$ cat src/rtl/ibf_cfg_write_loader.sv
// rtl/ibf_cfg_write_loader.sv - splits config commands into paced 64-bit write beats for the IBF config SRAM bank
module ibf_cfg_write_loader #(
    parameter int NUM_SRAM  = 16,
    parameter int MAX_WORDS = 4,
    parameter int WR_GAP    = 0
) (
    input  logic        clk,
    input  logic        rst,
    input  logic        cmd_valid,
    output logic        cmd_ready,
    input  logic [3:0]  cmd_sel,
    input  logic [2:0]  cmd_nwords,
    input  logic        abort,
    input  logic        dat_valid,
    output logic        dat_ready,
    input  logic [63:0] dat_data,
    output logic [3:0]  sram_sel,
    output logic [1:0]  wr_addr,
    output logic        wr_en,
    output logic [63:0] din,
    output logic        busy,
    output logic        done,
    output logic        err
);

    typedef enum logic [1:0] {
        IDLE = 2'd0,
        DATA = 2'd1,
        GAP  = 2'd2,
        DONE = 2'd3
    } state_t;

    // Widened so that a select equal to 16 is still representable in the compare.
    localparam logic [4:0] NUM_SRAM_W = 5'(NUM_SRAM);
    localparam logic [2:0] MAX_WORDS_W = 3'(MAX_WORDS);
    // Last gap-counter value before returning to DATA; unused when WR_GAP is 0.
    localparam logic [3:0] GAP_LAST = 4'(WR_GAP - 1);

    state_t      state;
    logic [3:0]  sel_q;
    logic [2:0]  nwords_q;
    logic [2:0]  cnt;
    logic [3:0]  gap_cnt;
    logic        cmd_bad;

    // Command legality: non-empty, within the per-entry word limit, and a real SRAM target.
    assign cmd_bad = (cmd_nwords == 3'd0) ||
                     (cmd_nwords > MAX_WORDS_W) ||
                     ({1'b0, cmd_sel} >= NUM_SRAM_W);

    // Handshake signals follow the state directly; cmd_ready is held low while in reset.
    assign cmd_ready = (state == IDLE) && !rst;
    assign dat_ready = (state == DATA) && !abort;
    assign busy      = (state != IDLE);

    // Burst sequencer: validates commands, issues one registered write per accepted beat, paces with GAP.
    always_ff @(posedge clk or posedge rst) begin
        if (rst) begin
            state    <= IDLE;
            sel_q    <= 4'd0;
            nwords_q <= 3'd0;
            cnt      <= 3'd0;
            gap_cnt  <= 4'd0;
            sram_sel <= 4'd0;
            wr_addr  <= 2'd0;
            wr_en    <= 1'b0;
            din      <= 64'd0;
            done     <= 1'b0;
            err      <= 1'b0;
        end else begin
            wr_en <= 1'b0;
            done  <= 1'b0;
            err   <= 1'b0;
            case (state)
                IDLE: begin
                    if (cmd_valid) begin
                        if (cmd_bad) begin
                            err <= 1'b1;
                        end else begin
                            sel_q    <= cmd_sel;
                            nwords_q <= cmd_nwords;
                            cnt      <= 3'd0;
                            state    <= DATA;
                        end
                    end
                end
                DATA: begin
                    if (abort) begin
                        err   <= 1'b1;
                        state <= IDLE;
                    end else if (dat_valid) begin
                        wr_en    <= 1'b1;
                        din      <= dat_data;
                        wr_addr  <= cnt[1:0];
                        sram_sel <= sel_q;
                        cnt      <= cnt + 3'd1;
                        if (cnt == nwords_q - 3'd1) begin
                            done  <= 1'b1;
                            state <= DONE;
                        end else if (WR_GAP > 0) begin
                            gap_cnt <= 4'd0;
                            state   <= GAP;
                        end
                    end
                end
                GAP: begin
                    if (abort) begin
                        err   <= 1'b1;
                        state <= IDLE;
                    end else if (gap_cnt == GAP_LAST) begin
                        state <= DATA;
                    end else begin
                        gap_cnt <= gap_cnt + 4'd1;
                    end
                end
                DONE: begin
                    state <= IDLE;
                end
                default: begin
                    state <= IDLE;
                end
            endcase
        end
    end

endmodule

$ cat config.mk
export PLATFORM = sky130hd
export DESIGN_NAME = ibf_cfg_write_loader
export DESIGN_NICKNAME = d
export VERILOG_FILES = /design/src/rtl/ibf_cfg_write_loader.sv
export SDC_FILE = /design/constraint.sdc
export NUM_CORES = 1
export LEC_CHECK = 0
export CORE_MARGIN = 2
export CORE_UTILIZATION = 34
export CTS_CLUSTER_DIAMETER = 30
export DETAILED_ROUTE_END_ITERATION = 8
export DONT_BUFFER_PORTS = 1
export SLEW_MARGIN = 10
export SYNTH_ARGS = -nofsm -noshare
export SYNTH_HDL_FRONTEND = slang
export SYNTH_SLANG_ARGS = --single-unit
$ cat constraint.sdc
create_clock -name clk -period 2.5 [get_ports clk]
set_input_delay 0.25 -clock clk [delete_from_list [all_inputs] [get_ports clk]]
set_output_delay 0.25 -clock clk [all_outputs]
set_load 0.02 [all_outputs]
==> results by group <==
Status
  • Outcome: finished, final reports clean

Clocking
  • Number of buffers on the longest clock path: 2
  • Number of sinks on the clock net: 89
  • Clk_lat worst skew: 350 ps
  • Buffer type at the clock tree root: sky130_fd_sc_hd__clkbuf_8
  • TritonCTS clock tree: yes
  • Clock input transition at the sequential cells of the worst setup and hold paths: 90 ps
  • CTS HTree Levels: 3
  • Number of buffers inserted to repair setup after CTS: 0
  • Clock buffer count from CTS: 9
  • Cells resized by post-CTS repair: 0

Synthesis
  • Number of enable-type register cells in the synthesized netlist: 0
  • Most used flip-flop cell after synthesis: sky130_fd_sc_hd__dfrtp_1
  • Mean instance size in the synthesized netlist: 15.5 um^2
  • Biggest area contributors in the synthesized netlist: sky130_fd_sc_hd__dfrtp_1, sky130_fd_sc_hd__mux2_2, sky130_fd_sc_hd__mux2_1
  • Cell taking the most area after synthesis: sky130_fd_sc_hd__dfrtp_1
  • Post-synth net total: 320
  • Cells after Synth: 236
  • Post-synth ARST share: 100%
  • Synth Warn #: 0
  • Portion of synthesized cell area occupied by the leading cell type: 61.1%
  • Total standard cell area after synthesis: 3650 um^2
  • Most frequently used cell type in the post-synthesis netlist: sky130_fd_sc_hd__dfrtp_1
  • Yosys reg bits: 89
  • Top cells by count, synth: sky130_fd_sc_hd__dfrtp_1, sky130_fd_sc_hd__mux2_2, sky130_fd_sc_hd__mux2_1, sky130_fd_sc_hd__ha_1
  • Portion of the post-synthesis area used by sequential elements: 61.1%
  • Number of distinct library cells after synthesis: 36

Drt
  • Routed length per placed instance: 17.1 um
  • Post-DRT Antenna Nets: 0
  • Total length of routed wires: 6620 um
  • Count of vias placed by the detailed router: 1925
  • Initial DRC Count: 77
  • Ratio of routed vias to standard cells: 4.99
  • DRC violations left: 0
  • Number of optimization iterations in the first detailed-route pass: 4

STA
  • Clock period minus worst slack: 2120 ps
  • Total setup violations reported at the end of the flow: 0
  • Worst hold margin: 33.7 ps
  • Final hold violation count: 0
  • Worst setup skew after layout: 6.32 ps
  • Actual transition at the worst max-transition pin: 1000 ps
  • Setup ws final: 382 ps
  • Maximum operating frequency: 0.472 GHz
  • RSZ-0062 raised after global routing: no
  • Worst slew margin: 33.0%
  • Final clock period utilization by the worst path: 84.7%
  • Fin. max-slew vios: 0
  • Setup TNS: 0 ps

Placed design
  • Buffers on Ports: 0
  • Routability congestion estimate from global placement: 0.755
  • Pre-CTS WS: 377 ps
  • Final HPWL DP: 4860 um

Floorplan
  • I/O Pins: 152
  • Area of the core: 10400 um^2
  • Starting utilization of the core area: 35.2%
  • Total die area: 11600 um^2
  • Chip Width: 108 um
  • Number of rows in the core area: 37
  • Die H: 108 um

Worst setup path
  • CP startpoint kind: flop
  • Required time at the endpoint of the critical path: 2720 ps
  • Critical path peak fanout: 31
  • Slowest stage cell, crit path: sky130_fd_sc_hd__dfrtp_1
  • CP peak stage delay: 400 ps
  • Most prevalent standard cell on the critical path: sky130_fd_sc_hd__inv_2
  • Worst setup path class: reg -> reg
  • Cell-by-cell listing of the critical path: inv_1 -> ha_1 -> inv_2 -> nor2_4 -> nand2_1 -> inv_2 -> buf_12 -> a21oi_1 -> o31ai_1 -> o41ai_1
  • Critical Path Sink Type: flop
  • Family with the most delay on the worst path: buffers and inverters
  • Arrival time reported for the critical path endpoint: 2340 ps
  • Buf+Inv Stages, Crit Path: 4

Pwr
  • Pleak: 1.77 nW
  • Peak supply drop: 0.458 mV
  • Tot Pwr: 5.61 mW
  • Pwr Density: 1370 nW/um^2

Layout
  • Synthesis-to-layout area growth: 11.9%
  • Net count reported at finish: 329
  • Final antenna diode count: 0
  • Filler cell count in the final layout: 1003
  • End-of-flow core utilization: 39.4%
  • Share of post-route cells with drive strength above 1: 36.0%

Hold path
  • Hold Path Class: in -> reg

GRT
  • Number of antenna violations at the first check in global routing: 0
  • First-pass GRT wire length: 10300 um
  • Aggregate global routing overflow: 0
  • Pin count of the biggest net entering global routing: 46
  • GRT Overall Usage: 11.6%
  • Vias in the first global route: 2064

Run
  • Total of max-cap violations: 0
-- report_power, final --
group	internal, mW	switching (mW)
Clock	0.594	0.500
Combinational	0.704	0.493
Sequential	2.11	1.21
-- cell usage in the layout (no fill, tap or decap), types with 3 or more instances in the layout --
| cell | n |
|---|---|
| sky130_fd_sc_hd__xor2_1 | 3 |
| sky130_fd_sc_hd__inv_1 | 6 |
| sky130_fd_sc_hd__clkinv_4 | 3 |
| sky130_fd_sc_hd__mux2_4 | 6 |
| sky130_fd_sc_hd__nand2_1 | 4 |
| sky130_fd_sc_hd__mux2_2 | 55 |
| sky130_fd_sc_hd__mux2_1 | 16 |
| sky130_fd_sc_hd__dfrtp_1 | 89 |
| sky130_fd_sc_hd__a21oi_1 | 3 |
| sky130_fd_sc_hd__nor2_1 | 5 |
| sky130_fd_sc_hd__o21ai_1 | 3 |
| sky130_fd_sc_hd__ha_1 | 8 |
| sky130_fd_sc_hd__clkbuf_8 | 10 |
| sky130_fd_sc_hd__dlygate4sd3_1 | 3 |
| sky130_fd_sc_hd__buf_12 | 3 |
-- routing by layer --
layer  wire length [um]  vias up  global-route usage [%]
met1               2510      966                    13.0
met5                  0        -                       0
met3                590       11                    4.00
li1                   -      856                       -
met2               3400       92                    19.8
met4                112        0                    5.59
-- cell type report --
type	instances	area [um^2]	share of cell area, %
timing repair buffer	6	90.1	2.21
tap	136	170	4.17
clock inverter	6	91.3	2.24
inverter	9	37.5	0.919
sequential	89	2230	54.6
multi-input combinational	130	1330	32.5
clock buffer	10	138	3.37
-- worst paths after layout --
| path | slack (ps) | startpoint | endpoint | cells past startpoint |
|---|---|---|---|---|
| max | 380 | state[1]$_DFFE_PP0P_ | cnt[2]$_DFFE_PP0P_ | 10 |
| min | 30 | cmd_nwords[2] | nwords_q[2]$_DFFE_PP0P_ | 2 |
| max reg2reg | 380 | state[1]$_DFFE_PP0P_ | cnt[2]$_DFFE_PP0P_ | 10 |
| min reg2reg | 500 | gap_cnt[0]$_DFFE_PP0P_ | gap_cnt[0]$_DFFE_PP0P_ | 1 |
| max in group asynchronous | 1170 | rst | din[4]$_DFFE_PP0P_ | 3 |
| min in group asynchronous | 590 | rst | nwords_q[1]$_DFFE_PP0P_ | 2 |
-- sequential cells by signal, indices dropped and copies added (netlist names) --
| register | cells |
|---|---|
| sram_sel | 4 |
| gap_cnt | 4 |
| din | 64 |
| cnt | 3 |
| state | 2 |
| sel_q | 4 |
| wr_en | 1 |
| done | 1 |
| nwords_q | 3 |
| err | 1 |
| wr_addr | 2 |
-- through the flow --
step	cell area, um^2	std cells
floorplan	3650	236
global placement	3820	367
detailed placement	3820	367
CTS	4070	385
global route	4080	386
finish	4080	386
-- logic make-up after synthesis --
logic type      after synthesis  synth area share (%)
compound gates               19                  4.19
xor+xnor                      5                  1.58
fa+ha+maj                     8                  2.74
buf+inv                      17                  2.50
flops                        89                  61.1
mux                          77                  24.4
simple gates                 21                  3.53
-- repair_timing --
action / in CTS / in global routing
hold buffers: 2 / 1
hold endpoints to repair: 5 / 1
endpoints found under the setup margin: 0 / 0
Power figures use the tool's default switching activity.
